[config.mk]
export PLATFORM = sky130hd
export DESIGN_NAME = mem_region_router
export DESIGN_NICKNAME = d
export VERILOG_FILES = /design/src/rtl/mem_region_router.sv
export SDC_FILE = /design/constraint.sdc
export NUM_CORES = 1
export LEC_CHECK = 0
export ABC_AREA = 1
export CAP_MARGIN = 0
export CORE_MARGIN = 1
export CORE_UTILIZATION = 35
export DETAILED_ROUTE_END_ITERATION = 16
export PLACE_DENSITY = 0.74
export SYNTH_ARGS = -nofsm -noshare
export SYNTH_HDL_FRONTEND = slang
export SYNTH_SLANG_ARGS = --single-unit
[constraint.sdc]
create_clock -name clk -period 1.6 [get_ports clk]
set_input_delay 0.32 -clock clk [delete_from_list [all_inputs] [get_ports clk]]
set_output_delay 0.32 -clock clk [all_outputs]
set_load 0.005 [all_outputs]
[src/rtl/mem_region_router.sv]
`default_nettype none
// ============================================================================
//  Module      : mem_region_router
//  Description : Decodes a single-outstanding master request into one of
//                NUM_REGIONS equal-sized slave regions, runs a registered
//                req/ack handshake with the selected slave, and returns read
//                data or an error response (unmapped address or slave
//                timeout). Keeps the most recent faulting address and a
//                saturating error count for the status block.
//  Ports       : clk, reset            - clock, synchronous active-high reset
//                m_req/m_we/m_addr/m_wdata, m_ready      - master request
//                m_resp_valid/m_rdata/m_error            - master response
//                s_sel/s_req/s_we/s_addr/s_wdata         - slave request
//                s_ack/s_rdata                           - slave response
//                err_clear/err_addr/err_count            - error record
//  Revision    : 1.0 - initial release
// ============================================================================
module mem_region_router #(
    parameter int ADDR_W      = 32,
    parameter int DATA_W      = 32,
    parameter int NUM_REGIONS = 4,
    parameter int REGION_LSB  = 16,
    parameter int TIMEOUT     = 16
) (
    input  logic                          clk,
    input  logic                          reset,
    input  logic                          m_req,
    input  logic                          m_we,
    input  logic [ADDR_W-1:0]             m_addr,
    input  logic [DATA_W-1:0]             m_wdata,
    output logic                          m_ready,
    output logic                          m_resp_valid,
    output logic [DATA_W-1:0]             m_rdata,
    output logic                          m_error,
    output logic [NUM_REGIONS-1:0]        s_sel,
    output logic                          s_req,
    output logic                          s_we,
    output logic [ADDR_W-1:0]             s_addr,
    output logic [DATA_W-1:0]             s_wdata,
    input  logic [NUM_REGIONS-1:0]        s_ack,
    input  logic [NUM_REGIONS*DATA_W-1:0] s_rdata,
    input  logic                          err_clear,
    output logic [ADDR_W-1:0]             err_addr,
    output logic [7:0]                    err_count
);

    localparam int c_RGN_W = ADDR_W - REGION_LSB;
    localparam int c_CNT_W = $clog2(TIMEOUT) + 1;

    localparam logic [1:0] c_ST_IDLE   = 2'd0;
    localparam logic [1:0] c_ST_ACCESS = 2'd1;
    localparam logic [1:0] c_ST_RESP   = 2'd2;

    logic [1:0]             r_state;
    logic [c_CNT_W-1:0]     r_tmo;
    logic                   r_ready;
    logic                   r_resp_valid;
    logic                   r_error;
    logic [DATA_W-1:0]      r_rdata;
    logic [NUM_REGIONS-1:0] r_s_sel;
    logic                   r_s_req;
    logic                   r_s_we;
    logic [ADDR_W-1:0]      r_s_addr;
    logic [DATA_W-1:0]      r_s_wdata;
    logic [ADDR_W-1:0]      r_err_addr;
    logic [7:0]             r_err_count;

    logic [c_RGN_W-1:0]     w_region;
    logic [NUM_REGIONS-1:0] w_dec_sel;
    logic                   w_mapped;
    logic                   w_ack;
    logic                   w_tmo_hit;
    logic [DATA_W-1:0]      w_sel_rdata;
    logic                   w_err_capture;
    logic [ADDR_W-1:0]      w_err_addr;

    assign w_region = m_addr[ADDR_W-1:REGION_LSB];

    // One-hot decode; an address whose region matches no slave is unmapped.
    always_comb begin
        w_dec_sel = '0;
        for (int i = 0; i < NUM_REGIONS; i++) begin
            w_dec_sel[i] = (w_region == c_RGN_W'(i));
        end
    end
    assign w_mapped = |w_dec_sel;

    // Only the selected slave's ack counts; the registered one-hot select
    // masks off spurious acks from the others.
    assign w_ack     = |(s_ack & r_s_sel);
    assign w_tmo_hit = (r_tmo == c_CNT_W'(TIMEOUT - 1));

    always_comb begin
        w_sel_rdata = '0;
        for (int i = 0; i < NUM_REGIONS; i++) begin
            if (r_s_sel[i]) begin
                w_sel_rdata = w_sel_rdata | s_rdata[i*DATA_W +: DATA_W];
            end
        end
    end

    // Errors are recorded on the same edge the error response is decided.
    always_comb begin
        w_err_capture = 1'b0;
        w_err_addr    = r_s_addr;
        if (r_state == c_ST_IDLE && m_req && !w_mapped) begin
            w_err_capture = 1'b1;
            w_err_addr    = m_addr;
        end else if (r_state == c_ST_ACCESS && !w_ack && w_tmo_hit) begin
            w_err_capture = 1'b1;
        end
    end

    always_ff @(posedge clk) begin
        if (reset) begin
            r_state      <= c_ST_IDLE;
            r_tmo        <= '0;
            r_ready      <= 1'b1;
            r_resp_valid <= 1'b0;
            r_error      <= 1'b0;
            r_rdata      <= '0;
            r_s_sel      <= '0;
            r_s_req      <= 1'b0;
            r_s_we       <= 1'b0;
            r_s_addr     <= '0;
            r_s_wdata    <= '0;
        end else begin
            r_resp_valid <= 1'b0;
            case (r_state)
                c_ST_IDLE: begin
                    if (m_req) begin
                        r_s_we    <= m_we;
                        r_s_addr  <= m_addr;
                        r_s_wdata <= m_wdata;
                        r_ready   <= 1'b0;
                        if (w_mapped) begin
                            r_state <= c_ST_ACCESS;
                            r_s_sel <= w_dec_sel;
                            r_s_req <= 1'b1;
                            r_tmo   <= '0;
                        end else begin
                            r_state      <= c_ST_RESP;
                            r_resp_valid <= 1'b1;
                            r_error      <= 1'b1;
                            r_rdata      <= '0;
                        end
                    end
                end
                c_ST_ACCESS: begin
                    // Ack is checked before timeout so an ack on the last
                    // allowed cycle still completes cleanly.
                    if (w_ack) begin
                        r_state      <= c_ST_RESP;
                        r_resp_valid <= 1'b1;
                        r_error      <= 1'b0;
                        r_rdata      <= r_s_we ? '0 : w_sel_rdata;
                        r_s_req      <= 1'b0;
                        r_s_sel      <= '0;
                    end else if (w_tmo_hit) begin
                        r_state      <= c_ST_RESP;
                        r_resp_valid <= 1'b1;
                        r_error      <= 1'b1;
                        r_rdata      <= '0;
                        r_s_req      <= 1'b0;
                        r_s_sel      <= '0;
                    end else begin
                        r_tmo <= r_tmo + 1'b1;
                    end
                end
                c_ST_RESP: begin
                    r_state <= c_ST_IDLE;
                    r_ready <= 1'b1;
                end
                default: begin
                    r_state <= c_ST_IDLE;
                    r_ready <= 1'b1;
                    r_s_req <= 1'b0;
                    r_s_sel <= '0;
                end
            endcase
        end
    end

    // Error record: a capture coinciding with err_clear restarts the count at 1.
    always_ff @(posedge clk) begin
        if (reset) begin
            r_err_addr  <= '0;
            r_err_count <= '0;
        end else if (w_err_capture) begin
            r_err_addr <= w_err_addr;
            if (err_clear) begin
                r_err_count <= 8'd1;
            end else if (r_err_count != 8'hFF) begin
                r_err_count <= r_err_count + 8'd1;
            end
        end else if (err_clear) begin
            r_err_addr  <= '0;
            r_err_count <= '0;
        end
    end

    assign m_ready      = r_ready;
    assign m_resp_valid = r_resp_valid;
    assign m_rdata      = r_rdata;
    assign m_error      = r_error;
    assign s_sel        = r_s_sel;
    assign s_req        = r_s_req;
    assign s_we         = r_s_we;
    assign s_addr       = r_s_addr;
    assign s_wdata      = r_s_wdata;
    assign err_addr     = r_err_addr;
    assign err_count    = r_err_count;

endmodule
`default_nettype wire

==> impl_metrics.yaml <==
timing:
  layout_setup_ws_ns: -0.240
  worst_slew_pin_slew_ns: 0.485
  period_share: 1.15
  tns_ns: -12.23
  fin_hold_ws_ns: 0.252
  final_hold_viol_count: 0
  fin_crit_ns: 1.84
  relSlewSlack: 0.677
  skew_ns: 0.0113
  setup_violations: 88
  maxSlewViolCount: 0
  clock.fmax_mhz: 543
  rsz0062_at_grt: "yes"
finish:
  instances_no_fill: 1675
  fillers: 1615
  multi_input_comb_area_um2: 4010
  most-common-layout-cells: "nand2_1 (226), clkdlybuf4s50_1 (189), dfxtp_1 (119)"
  finalInstanceArea_um2: 12800
  area_delta_synth_final_pct: 85.4
  final_common_cell: "nand2_1"
  ff_latch_area_um2: 3090
  drive_above_1_share: 0.241
  final_nets: 1599
worst_setup_path:
  crit_chain: "ha_4 -> nand2_2 -> nor2_2 -> ha_2 -> inv_2 -> nor2_4 -> nand2_4 -> buf_6 -> nand3_4 -> inv_8 -> clkbuf_16 -> nand2_2 -> a21oi_2"
  end_kind: "register"
  r2r_cells: 13
  cp_slowest_stage_delay_ns: 0.35
  path_class: "reg2reg"
  critPathArrivalTime_ns: 2.14
  start_kind: "register"
  required_ns: 1.90
  reg2reg_from: "r_tmo[0]"
  r2r_end: "err_addr[6]"
  cp_max_fo: 7
  timing.critical_path.mode_cell: "nand2_2"
  crit_slowest_cell: "dfxtp_2"
  r2r_slack_ns: -0.24
grt:
  grt_pass1_wl_um: 40000
  antenna_found_initial: 2
  grt_max_degree: 34
  grt_pass1_vias: 7691
  grt.total_usage: 0.254
  grt_overflow: 0
floorplan:
  io_pins: 346
  start_util: 0.356
  die_area_um2: 20400
  fp.dieW_um: 143
  core_area_um2: 19500
  die_y_um: 143
  rows: 51
synth:
  async_reset_ff_frac: 0
  synth_ff_type: "dfxtp_1"
  yosysSeqAreaShare: 0.439
  synth_edf_count: 0
  synth_top_area_share: 0.439
  syn_avg_cell_area_um2: 7.02
  synth_nets: 1191
  ys_ff_latch: 152
  ys_top_cells_by_area: "dfxtp_1 (44%), nand2_1 (15%), a21oi_1 (7.1%), nor2_1 (5.8%), o21ai_0 (5.3%)"
  yosysUniqueCellTypes: 35
  synth_top_cell_by_area: "dfxtp_1"
  synth_area_um2: 6930
  yosysWarningCount: 0
  syn_inst: 987
clock_tree:
  htree_levels: 4
  numCtsBuffers: 17
  cts_hold_buf: 0
  clk_pin_slew_ns: 0.06
  clock-sinks: 152
  cts_tree: "done"
  clockRootBuffer: "clkbuf_16"
  cts_max_path_buffers: 2
  clock_latency_ns: 0.42
route:
  drt_iter0_markers: 439
  route.detailed.drc: 0
  postRouteAntennaNets: 0
  post_drt_wl_per_cell_um: 16.3
  firstDrtPassIters: 5
  via_per_inst: 4.93
  vias: 8251
  finalWirelength_um: 27300
hold_path:
  min_to: "s_addr[20]"
  hold_depth: 3
  hp-class: "in2reg"
  worstHoldStart: "m_addr[20]"
power:
  power_frac_seq: 0.413
  p_switching_uw: 2640
  pwr_density_cell_nw_per_um2: 775
  p_leak_uw: 0.00628
  peakVddDrop_uv: 751
  clkPwrFrac: 0.398
  p_comb_frac: 0.188
  p_sw_frac: 0.265
  p_int_uw: 7310
placed_design:
  gp_congestion: 0.855
  portBuffers: 345
  dpl_worst_slack_ns: -0.547
  placedCellCount: 1616
  placed_area_um2: 11100
  dpl.hpwl_um: 18800
job:
  drv_cap: 0
run_status:
  status: "finished, violations left"
  violations: "negative setup slack"
==> synth_stat cells (2+ instances only) <==
library cell and count:
nand2_1 279, dfxtp_1 152, nor2_1 107, a21oi_1 98, o21ai_0 73, nand3_1 46
inv_1 45, nand4_1 40, clkbuf_1 39, nand2_2 21, a21oi_2 14, buf_2 12
o21ai_1 12, buf_6 8, nor2_2 5, nand3b_1 4, ha_1 3, inv_2 3
or2_2 3, buf_1 2, clkbuf_2 2, clkinv_1 2, inv_4 2, nand3_4 2
nor2_4 2, xor2_1 2
==> worst max path at each step <==
stage              endpoint  slack [ns]        from
2_1_floorplan   err_addr[4]      -0.004    r_tmo[1]
5_1_grt         err_addr[6]       -0.33    r_tmo[0]
3_3_place_gp    err_addr[8]       -0.49  m_addr[18]
4_1_cts          m_rdata[8]       -0.16    r_tmo[0]
3_5_place_dp   err_addr[17]       -0.55  m_addr[18]
6_report        err_addr[6]       -0.24    r_tmo[0]
==> power groups by stage <==
stage	Clock [µW]	Combinational [µW]	Sequential [µW]
floorplan	0	529	4190
CTS	4020	1790	4100
global placement	0	1700	4170
detailed placement	0	1720	4180
global route	4220	2010	4140
finish	3960	1880	4110
==> through the flow <==
step	util	power, µW
3_5_place_dp	0.573	5900
6_report	0.660	9950
3_3_place_gp	0.573	5870
2_1_floorplan	-	4720
5_1_grt	0.660	10400
4_1_cts	0.634	9910
==> registers in the layout, indices dropped and copies added, names as in the netlist <==
name and cells:
m_error 1, s_we 1, err_addr 32, s_addr 32, r_state 2, m_rdata 32, m_resp_valid 1, err_count 8
r_tmo 5, s_sel 4, s_req 1, s_wdata 32, m_ready 1
==> cell families after synthesis <==
kind of cell | count (synthesis) | share of synthesized area
AO/OA/AOI/OAI | 202 | 0.157
XOR/XNOR | 2 | 0.00253
adder cells (fa/ha/maj) | 3 | 0.00542
buffers and inverters | 116 | 0.0753
flip-flops | 152 | 0.439
AND/OR/NAND/NOR | 512 | 0.321
==> metal layers <==
metal | share of wire | wire length, µm | global-route usage
met1 | 0.43 | 11700 | 0.323
met4 | 0.031 | 844 | 0.0905
met5 | 0 | 0 | 0
met2 | 0.49 | 13400 | 0.417
met3 | 0.053 | 1450 | 0.0614
==> area by class of cell <==
type                       count  area share
timing repair buffer         453       0.359
multi-input combinational    719       0.312
sequential                   152       0.241
clock buffer                  21      0.0366
tap                          265      0.0258
inverter                      52      0.0168
clock inverter                11     0.00857
antenna                        2    0.000390
==> critical path, delay by kind of cell, from the launching register on <==
kind            cells  cell delay, ns
compound gates      1            0.05
fa+ha+maj           2            0.32
buf+inv             4            0.43
flops               1            0.35
simple gates        6            0.55
==> repair_timing <==
item | 4_1_cts | 5_1_grt
endpoints found under the setup margin | 195 | 163
cloned | 6 | 2
resized for setup | 234 | 161
setup buffers | 17 | 4
pin swaps | 6 | 22
hold endpoints to repair | 0 | 0
No activity file was read; power rests on OpenSTA's default activity.
